**config.mk**
```make
export PLATFORM = sky130hd
export DESIGN_NAME = ps2_rx_fifo
export DESIGN_NICKNAME = d
export VERILOG_FILES = /design/src/rtl/ps2_rx_fifo.sv
export SDC_FILE = /design/constraint.sdc
export NUM_CORES = 1
export LEC_CHECK = 0
export ABC_AREA = 1
export CELL_PAD_IN_SITES_DETAIL_PLACEMENT = 2
export CELL_PAD_IN_SITES_GLOBAL_PLACEMENT = 2
export CORE_MARGIN = 5
export CORE_UTILIZATION = 42
export DETAILED_ROUTE_END_ITERATION = 7
export MAX_ROUTING_LAYER = met4
export PLACE_DENSITY_LB_ADDON = 0.1
export SLEW_MARGIN = 20
export SYNTH_ARGS = -nofsm -noshare
export SYNTH_HDL_FRONTEND = slang
export SYNTH_SLANG_ARGS = --single-unit
```
**constraint.sdc**
```tcl
create_clock -name clk -period 3.85 [get_ports clk]
set_input_delay 0.385 -clock clk [delete_from_list [all_inputs] [get_ports clk]]
set_output_delay 0.385 -clock clk [all_outputs]
set_load 0.01 [all_outputs]
```
**src/rtl/ps2_rx_fifo.sv**
```systemverilog
// PS/2 keyboard receiver: synchronises the raw pins, deserialises 11-bit frames,
// checks start/odd-parity/stop bits and buffers good bytes in a FWFT FIFO.
module ps2_rx_fifo #(
    parameter int FIFO_DEPTH     = 8,
    parameter int SYNC_STAGES    = 2,
    parameter int TIMEOUT_CYCLES = 100000
) (
    input  logic       clk,
    input  logic       rst,
    input  logic       ps2_clk,
    input  logic       ps2_dat,
    output logic [7:0] data_out,
    output logic       out_valid,
    input  logic       out_ready,
    output logic       frame_err,
    output logic       overflow
);
    localparam int AW = $clog2(FIFO_DEPTH);
    localparam int CW = AW + 1;
    localparam int TW = $clog2(TIMEOUT_CYCLES + 1);
    localparam logic [CW-1:0] FULL_COUNT  = CW'(FIFO_DEPTH);
    localparam logic [TW-1:0] TIMEOUT_VAL = TW'(TIMEOUT_CYCLES);

    typedef enum logic [1:0] {IDLE, DATA, PARITY, STOP} state_t;

    logic [SYNC_STAGES-1:0] clk_sync_reg;
    logic [SYNC_STAGES-1:0] dat_sync_reg;
    logic                   prev_clk_reg;
    logic                   sync_clk;
    logic                   sync_dat;
    logic                   fall;

    state_t                 state_reg;
    logic [7:0]             shift_reg;
    logic [2:0]             bit_cnt_reg;
    logic                   parity_reg;
    logic [TW-1:0]          idle_cnt_reg;
    logic                   frame_err_reg;
    logic                   overflow_reg;

    logic [7:0]             mem [FIFO_DEPTH];
    logic [AW-1:0]          wr_ptr_reg;
    logic [AW-1:0]          rd_ptr_reg;
    logic [CW-1:0]          count_reg;

    logic                   frame_good;
    logic                   push;
    logic                   pop;
    logic                   push_ok;

    // Synchronisers idle high so reset never manufactures a falling edge.
    always_ff @(posedge clk) begin
        if (rst) begin
            clk_sync_reg <= '1;
            dat_sync_reg <= '1;
            prev_clk_reg <= 1'b1;
        end else begin
            clk_sync_reg <= {clk_sync_reg[SYNC_STAGES-2:0], ps2_clk};
            dat_sync_reg <= {dat_sync_reg[SYNC_STAGES-2:0], ps2_dat};
            prev_clk_reg <= sync_clk;
        end
    end

    assign sync_clk = clk_sync_reg[SYNC_STAGES-1];
    assign sync_dat = dat_sync_reg[SYNC_STAGES-1];
    assign fall     = prev_clk_reg & ~sync_clk;

    // Odd parity over data plus parity bit, stop bit must be high.
    assign frame_good = sync_dat & ((^shift_reg) ^ parity_reg);
    assign push       = fall && (state_reg == STOP) && frame_good;

    always_ff @(posedge clk) begin
        if (rst) begin
            state_reg     <= IDLE;
            shift_reg     <= '0;
            bit_cnt_reg   <= '0;
            parity_reg    <= 1'b0;
            idle_cnt_reg  <= '0;
            frame_err_reg <= 1'b0;
        end else begin
            frame_err_reg <= 1'b0;
            if (fall) begin
                idle_cnt_reg <= '0;
            end else if (idle_cnt_reg != TIMEOUT_VAL) begin
                idle_cnt_reg <= idle_cnt_reg + 1'b1;
            end

            if (fall) begin
                case (state_reg)
                    IDLE: begin
                        if (!sync_dat) begin
                            state_reg   <= DATA;
                            bit_cnt_reg <= '0;
                        end
                    end
                    DATA: begin
                        shift_reg   <= {sync_dat, shift_reg[7:1]};
                        bit_cnt_reg <= bit_cnt_reg + 1'b1;
                        if (bit_cnt_reg == 3'd7) begin
                            state_reg <= PARITY;
                        end
                    end
                    PARITY: begin
                        parity_reg <= sync_dat;
                        state_reg  <= STOP;
                    end
                    STOP: begin
                        frame_err_reg <= ~frame_good;
                        state_reg     <= IDLE;
                    end
                    default: state_reg <= IDLE;
                endcase
            end else if (state_reg != IDLE && idle_cnt_reg == TIMEOUT_VAL) begin
                state_reg <= IDLE;
            end
        end
    end

    assign pop     = out_valid && out_ready;
    // A full FIFO still takes the byte if the head leaves in the same cycle.
    assign push_ok = push && ((count_reg != FULL_COUNT) || pop);

    always_ff @(posedge clk) begin
        if (push_ok) begin
            mem[wr_ptr_reg] <= shift_reg;
        end
    end

    always_ff @(posedge clk) begin
        if (rst) begin
            wr_ptr_reg   <= '0;
            rd_ptr_reg   <= '0;
            count_reg    <= '0;
            overflow_reg <= 1'b0;
        end else begin
            if (push_ok) begin
                wr_ptr_reg <= wr_ptr_reg + 1'b1;
            end
            if (pop) begin
                rd_ptr_reg <= rd_ptr_reg + 1'b1;
            end
            case ({push_ok, pop})
                2'b10:   count_reg <= count_reg + 1'b1;
                2'b01:   count_reg <= count_reg - 1'b1;
                default: count_reg <= count_reg;
            endcase
            if (push && !push_ok) begin
                overflow_reg <= 1'b1;
            end
        end
    end

    assign out_valid = (count_reg != '0);
    assign data_out  = out_valid ? mem[rd_ptr_reg] : 8'h00;
    assign frame_err = frame_err_reg;
    assign overflow  = overflow_reg;
endmodule

```
==> run summary, run 1 <==
## Outcome
- outcome: finished, final reports clean

## Setup path
- RR Startpoint: shift_reg[5]
- R2R setup slack: 600 ps
- Worst Path Required: 4160 ps
- class of the most critical setup path: reg -> reg
- biggest cell delay along the critical path: 650 ps
- dominant delay contributor by cell family on the critical path: simple AND/OR/NAND/NOR gates
- endpoint class of the critical path: flip-flop
- maximum fanout along the worst path: 12
- end of the worst register-to-register path: count_reg[3]
- CP Launch Type: flip-flop
- CP dominant cell by count: sky130_fd_sc_hd__nand2_1
- Buffers & Inverters on Critical Path: 2
- cell-by-cell listing of the critical path: xnor2_1, nand2_1, nand3_1, nand2_1, nand2_1, inv_1, nor2_1, nand2_1, nand2_2, inv_1, ha_1, nand2_1, nand2_1, a31oi_1, nand3_1, a21oi_1, nor2_1
- logic depth of the worst register-to-register path: 17
- Worst Path Arrival: 3570 ps
- cell with the largest stage delay on the worst path: sky130_fd_sc_hd__dfxtp_1

## Routing
- DR iter-0 viols: 210
- total via count in the routed design: 3858
- Vias per Instance: 5.47
- count of TritonRoute iterations in the first routing pass: 4
- Routed WL: 15600 um
- DRC violation count after routing: 0
- Final ANT Viol Nets: 0
- post-detailed-route wirelength per cell: 22.1 um

## Flow run
- max_cap viols: 0

## STA
- clock skew: 11.7 ps
- headroom to the max-slew limit: 0.299
- slew at the pin closest to its max-slew limit: 1050 ps
- total of endpoints with negative setup slack in the final report: 0
- crit path time final: 3250 ps
- Post-Route Setup TNS: 0 ps
- Peak Freq: 0.307 GHz
- number of hold-slack violations in the final timing report: 0
- setup repair after global routing missed its margin: false
- worst hold margin: 411 ps
- final setup slack of the worst path: 597 ps
- share of the clock period used by the worst path: 0.845
- max-slew violation count: 0

## Floorplanning
- overall die area: 14000 um2
- Starting Density: 0.431
- Chip Height: 118 um
- number of primary I/O pins: 16
- total core area: 11500 um2
- number of placement rows: 39
- horizontal extent of the die: 118 um

## Pwr
- worst IR drop on VDD: 0.447 mV
- net switching component of the power: 1140 uW
- power density of the placed cells: 629 nW/um2
- Clock Power Share: 0.432
- Leakage Power: 0.00221 uW
- share of power burned in registers: 0.366
- cell internal power dissipation: 2540 uW
- relative contribution of combinational cells to total power: 0.202
- Switching Fraction: 0.310

## Cells and area
- commonest cells after routing, fill and taps aside: 75 x sky130_fd_sc_hd__nor2_1, 67 x sky130_fd_sc_hd__o21ai_0, 64 x sky130_fd_sc_hd__edfxtp_1
- most frequent standard cell in the layout excluding fill and tap cells: sky130_fd_sc_hd__nor2_1
- post-route cell area: 5860 um2
- fill cell count: 1200
- total area of multi-input combinational cells: 1700 um2
- layout net count: 567
- area occupied by registers: 2940 um2
- synthesis-to-layout area growth: 18.6%
- number of flip-flops in the largest register: 64
- fraction of final layout cells sized beyond drive strength 1: 0.117
- number of inserted diodes: 0

## Clock tree
- Clk Tree Root Cell: sky130_fd_sc_hd__clkbuf_16
- number of buffers inserted during clock tree synthesis: 17
- maximum buffer depth of the clock tree: 2
- clock latency on the worst-skew pair: 430 ps
- post-cts gate resize count: 0
- H-tree depth: 4
- clock tree from TritonCTS: yes
- clock sink count: 115
- post-CTS setup repair buffer count: 0
- clock slew at reported path FFs: 60 ps
- hold bufs inserted after CTS: 0

## Hold path
- Worst Hold Endpoint: clk_sync_reg[1]
- source of the worst hold timing path: clk_sync_reg[0]
- Hold Path Cell Cnt: 1
- classification of the worst-slack hold path: reg -> reg

## Placed design
- Port Buffers: 15
- dpl hpwl: 9330 um
- setup slack at placement: 818 ps
- routability congestion estimate: 0.780
- instance area at placement: 5270 um2

## Synth
- share of the synthesized netlist area taken by xor and xnor gates: 0.00709
- count of distinct cell types in the synthesized netlist: 33
- number of warnings printed during yosys synthesis: 0
- largest family of logic cells by synthesized area: simple AND/OR/NAND/NOR gates
- Gate Count Post-Synth: 522
- multiplexer area fraction after synthesis: 0
- synthesized-area fraction occupied by and/or/nand/nor cells: 0.166
- net count of the mapped netlist: 540
- sequential-to-total area share from yosys stat: 0.596
- synthesized area: 4940 um2
- Yosys top cell area share: 0.389
- post-synth top area cell: sky130_fd_sc_hd__edfxtp_1
- leading cell types by total area after synthesis: sky130_fd_sc_hd__edfxtp_1 39%, sky130_fd_sc_hd__dfxtp_1 21%, sky130_fd_sc_hd__o21ai_0 6.8%
- post-synthesis sequential element count: 115
- compound-gate portion of the synthesized area: 0.136
- Synth Area per Inst: 9.46 um2
- adder and majority cell fraction of the synthesized area: 0.0344

## Global route
- vias in the first global route: 4417
- overall track demand over capacity in global routing: 0.242
- initial antenna violation count: 0
- first-pass GRT wire length: 25500 um
- largest net degree at the start of global routing: 33
- Overflow after GRT: 0

[cell usage after synthesis]
| cell type | number |
|---|---|
| sky130_fd_sc_hd__nor2_2 | 6 |
| sky130_fd_sc_hd__buf_1 | 1 |
| sky130_fd_sc_hd__o21a_1 | 1 |
| sky130_fd_sc_hd__xor2_1 | 1 |
| sky130_fd_sc_hd__nor3_2 | 3 |
| sky130_fd_sc_hd__o21ai_0 | 67 |
| sky130_fd_sc_hd__nor3_1 | 5 |
| sky130_fd_sc_hd__nor2_1 | 75 |
| sky130_fd_sc_hd__ha_1 | 12 |
| sky130_fd_sc_hd__dfxtp_1 | 51 |
| sky130_fd_sc_hd__a21boi_0 | 1 |
| sky130_fd_sc_hd__inv_1 | 61 |
| sky130_fd_sc_hd__nor4_1 | 3 |
| sky130_fd_sc_hd__clkinv_1 | 1 |
| sky130_fd_sc_hd__a31oi_1 | 10 |
| sky130_fd_sc_hd__o21ai_1 | 2 |
| sky130_fd_sc_hd__fa_1 | 1 |
| sky130_fd_sc_hd__nand2_1 | 55 |
| sky130_fd_sc_hd__o22ai_1 | 8 |
| sky130_fd_sc_hd__or2_0 | 1 |
| sky130_fd_sc_hd__a21oi_2 | 1 |
| sky130_fd_sc_hd__clkbuf_1 | 12 |
| sky130_fd_sc_hd__nand4_1 | 5 |
| sky130_fd_sc_hd__or2_2 | 4 |
| sky130_fd_sc_hd__xnor2_1 | 3 |
| sky130_fd_sc_hd__nand2_2 | 4 |
| sky130_fd_sc_hd__a21oi_1 | 38 |
| sky130_fd_sc_hd__or3_1 | 1 |
| sky130_fd_sc_hd__nand3_2 | 4 |
| sky130_fd_sc_hd__nand3_1 | 15 |
| sky130_fd_sc_hd__edfxtp_1 | 64 |
| sky130_fd_sc_hd__nor2_4 | 1 |
| sky130_fd_sc_hd__inv_2 | 5 |
[kinds of logic (layout without fill, tap and decap cells)]
logic type,count (synthesis),in the layout
xor+xnor,4,4
compound gates,128,128
fa+ha+maj,13,13
flops,115,115
buf+inv,80,120
simple gates,182,182
[worst register-to-register path, cell delays in order, from the launching register on]
cell	delay, ps
sky130_fd_sc_hd__dfxtp_1	650
sky130_fd_sc_hd__xnor2_1	240
sky130_fd_sc_hd__nand2_1	110
sky130_fd_sc_hd__nand3_1	140
sky130_fd_sc_hd__nand2_1	90
sky130_fd_sc_hd__nand2_1	110
sky130_fd_sc_hd__inv_1	70
sky130_fd_sc_hd__nor2_1	110
sky130_fd_sc_hd__nand2_1	110
sky130_fd_sc_hd__nand2_2	160
sky130_fd_sc_hd__inv_1	100
sky130_fd_sc_hd__ha_1	350
sky130_fd_sc_hd__nand2_1	100
sky130_fd_sc_hd__nand2_1	60
sky130_fd_sc_hd__a31oi_1	220
sky130_fd_sc_hd__nand3_1	170
sky130_fd_sc_hd__a21oi_1	260
sky130_fd_sc_hd__nor2_1	100
[cell type report]
cell class,instances,area share
well taps,143,0.0305
clock inverters,14,0.0267
multi-input cells,327,0.289
inverters,67,0.0429
clock buffers,18,0.0749
repair buffers,21,0.0333
flip-flops and latches,115,0.502
[layer usage]
layer	vias to the layer above	global-route usage	share of wire
li1	1835	-	-
met1	1949	0.271	0.41
met2	52	0.427	0.54
met3	22	0.0597	0.028
met4	0	0.0765	0.018
met5	-	-	0
[power by group through the flow]
stage          clock (uW)  combinational [uW]  sequential [uW]
3_3_place_gp            0                 654             1370
2_1_floorplan           0                 416             1370
5_1_grt              1680                 816             1350
3_5_place_dp            0                 708             1370
6_report             1590                 744             1350
4_1_cts              1610                 756             1350
[through the flow]
stage | power (uW) | instances | utilization
after floorplan | 1780 | 522 | -
after global placement | 2020 | 673 | 0.459
after detailed placement | 2080 | 673 | 0.459
after CTS | 3720 | 705 | 0.511
after global routing | 3850 | 705 | 0.511
final | 3690 | 705 | 0.511
[worst max-delay path by stage]
stage,start,endpoint,cells after the start
floorplan,shift_reg[6],count_reg[3],18
global placement,shift_reg[7],mem[7][5],12
detailed placement,shift_reg[7],mem[3][5],12
CTS,shift_reg[5],count_reg[3],18
global route,shift_reg[5],count_reg[3],20
finish,shift_reg[5],count_reg[3],17
Note: power is estimated with default switching activity, not from simulation.
==> inputs of run 2 (changes only) <==
--- a/config.mk
+++ b/config.mk
@@ -9,7 +9,7 @@
 export CELL_PAD_IN_SITES_DETAIL_PLACEMENT = 2
 export CELL_PAD_IN_SITES_GLOBAL_PLACEMENT = 2
 export CORE_MARGIN = 5
-export CORE_UTILIZATION = 42
+export CORE_UTILIZATION = 39
 export DETAILED_ROUTE_END_ITERATION = 7
 export MAX_ROUTING_LAYER = met4
 export PLACE_DENSITY_LB_ADDON = 0.1
==> constraint.sdc (replaced) <==
create_clock -name clk -period 3.4 [get_ports clk]
set_input_delay 0.34 -clock clk [delete_from_list [all_inputs] [get_ports clk]]
set_output_delay 0.34 -clock clk [all_outputs]
set_load 0.01 [all_outputs]
==> run summary, run 2 (synthesis results as in run 1) <==
## Outcome
- outcome: finished, final reports clean

## Clock tree
- post-CTS setup repair buffer count: 0, unchanged
- clock tree from TritonCTS: yes
- clock slew at reported path FFs: 50 ps, about the same
- clock latency on the worst-skew pair: 420 ps, about the same
- maximum buffer depth of the clock tree: 2, unchanged
- post-cts gate resize count: 0, unchanged
- clock sink count: 115, unchanged
- number of buffers inserted during clock tree synthesis: 17, unchanged
- hold bufs inserted after CTS: 0, unchanged
- H-tree depth: 4, unchanged
- Clk Tree Root Cell: sky130_fd_sc_hd__clkbuf_16

## Pwr
- relative contribution of combinational cells to total power: 0.202, about the same
- Leakage Power: 0.00223 uW, +0.92%
- worst IR drop on VDD: 0.333 mV, -25%
- net switching component of the power: 1170 uW, +2.1%
- cell internal power dissipation: 2850 uW, +12%
- power density of the placed cells: 681 nW/um2, +8.2%
- Clock Power Share: 0.417, -0.015
- share of power burned in registers: 0.381, +0.015
- Switching Fraction: 0.291, -0.0195
- overall power consumption: 4020 uW, +9.0%

## Floorplanning
- total core area: 12500 um2, +9.2%
- Starting Density: 0.395, -0.0361
- number of primary I/O pins: 16, unchanged
- horizontal extent of the die: 123 um, +3.5%
- Chip Height: 123 um, +3.5%
- overall die area: 15000 um2, +7.0%
- number of placement rows: 41, +5.1%

## STA
- total of endpoints with negative setup slack in the final report: 0, unchanged
- crit path time final: 2960 ps
- share of the clock period used by the worst path: 0.870
- number of hold-slack violations in the final timing report: 0, unchanged
- clock skew: 9.94 ps, -1.78 ps
- slew at the pin closest to its max-slew limit: 723 ps, -325 ps
- Peak Freq: 0.338 GHz
- max-slew violation count: 0, unchanged
- Post-Route Setup TNS: 0 ps, unchanged
- worst hold margin: 406 ps, -4.62 ps
- headroom to the max-slew limit: 0.517, +0.219
- setup repair after global routing missed its margin: false

## Routing
- count of TritonRoute iterations in the first routing pass: 4, unchanged
- post-detailed-route wirelength per cell: 19.0 um, -14%
- DRC violation count after routing: 0, unchanged
- Final ANT Viol Nets: 0, unchanged
- total via count in the routed design: 3816, -1.1%
- Routed WL: 14100 um, -9.5%
- Vias per Instance: 5.14, -6.0%
- DR iter-0 viols: 180, -14%

## Global route
- vias in the first global route: 4290, -2.9%
- busiest metal layer after global routing: met2
- GR Util met3: 0.0470, -0.0127
- overall track demand over capacity in global routing: 0.213, -0.0293
- met1 routing resource usage after global routing: 0.237, -0.0339
- initial antenna violation count: 0, unchanged
- GR Util met2: 0.379, -0.0483
- largest net degree at the start of global routing: 33, unchanged
- Overflow after GRT: 0, unchanged
- first-pass GRT wire length: 23200 um, -9.1%

## Cells and area
- fraction of final layout cells sized beyond drive strength 1: 0.111, -0.00691
- number of flip-flops in the largest register: 64, unchanged
- number of standard cells in the final layout excluding fillers: 742, +5.2%
- number of inserted diodes: 0, unchanged
- layout net count: 575, +1.4%
- most frequent standard cell in the layout excluding fill and tap cells: sky130_fd_sc_hd__nor2_1
- post-route cell area: 5900 um2, +0.68%
- commonest cells after routing, fill and taps aside: 75 x sky130_fd_sc_hd__nor2_1, 67 x sky130_fd_sc_hd__o21ai_0, 64 x sky130_fd_sc_hd__edfxtp_1
- fill cell count: 1394, +16%
- synthesis-to-layout area growth: 19.5%

## Setup path
- biggest cell delay along the critical path: 600 ps, -50 ps
- CP dominant cell by count: sky130_fd_sc_hd__o21ai_0
- cell with the largest stage delay on the worst path: sky130_fd_sc_hd__clkdlybuf4s50_1
- endpoint class of the critical path: output pin
- Worst Path Arrival: 2620 ps, -950 ps
- Worst Path Required: 3060 ps, -1100 ps
- class of the most critical setup path: reg -> out
- maximum fanout along the worst path: 24, +12
- cell-by-cell listing of the critical path: inv_1, buf_4, o21ai_0, o22ai_1, o21ai_0, a31oi_1, clkdlybuf4s50_1
- CP Launch Type: flip-flop

## Hold path
- classification of the worst-slack hold path: reg -> reg

## Flow run
- max_cap viols: 0, unchanged

## Placed design
- dpl hpwl: 9260 um, -0.66%
- number of placed instances, taps included: 710, +5.5%
- instance area at placement: 5360 um2, +1.8%
- routability congestion estimate: 0.773, -0.86%
- Port Buffers: 15, unchanged

[run 2: changes by cell type in the layout (fill, tap and decap cells not counted), sizes merged]
cell,change
clkinvlp,-3
clkinv,-2
buf,+8
inv,-2
clkbuf,+7
[run 2: cell type report]
| cell class | count | area (um2) | area share |
|---|---|---|---|
| Sequential cell | 115 | 2940 | 0.499 |
| Multi-Input combinational cell | 327 | 1700 | 0.288 |
| Clock buffer | 25 | 455 | 0.0772 |
| Timing Repair Buffer | 29 | 255 | 0.0433 |
| Inverter | 67 | 251 | 0.0426 |
| Tap cell | 172 | 215 | 0.0365 |
| Clock inverter | 7 | 83.8 | 0.0142 |
[run 2: critical path, delay by kind of cell (launching register included)]
kind,cells,cell delay (ps)
AOI/OAI and AO/OA,4,730
buffers and inverters,3,1130
DFF,1,320
[run 2: per-stage QoR]
step           utilization  worst slack (ps)
2_1_floorplan            -              1120
3_3_place_gp         0.428               826
3_5_place_dp         0.428               608
4_1_cts              0.471               390
5_1_grt              0.471               234
6_report             0.471               441
[run 2: worst paths after layout]
path | startpoint | end | slack (ps) | cells past startpoint
worst min register to register | dat_sync_reg[0] | dat_sync_reg[1] | 410 | 1
worst max register to register | shift_reg[4] | count_reg[3] | 560 | 20
worst min-delay path | dat_sync_reg[0] | dat_sync_reg[1] | 410 | 1
worst max-delay path | flip-flop | data_out[0] | 440 | 7
[run 2: power by group through the flow]
stage	registers [uW]	clock network, uW	logic (uW)
floorplan	1550	0	471
global placement	1550	0	761
detailed placement	1560	0	803
CTS	1530	1710	829
global route	1540	1790	911
finish	1530	1680	810
[run 2: metal layers]
| layer | vias up | routed length, um |
|---|---|---|
| li1 | 1840 | - |
| met1 | 1917 | 5960 |
| met2 | 40 | 7660 |
| met3 | 19 | 279 |
| met4 | 0 | 229 |
| met5 | - | 0 |
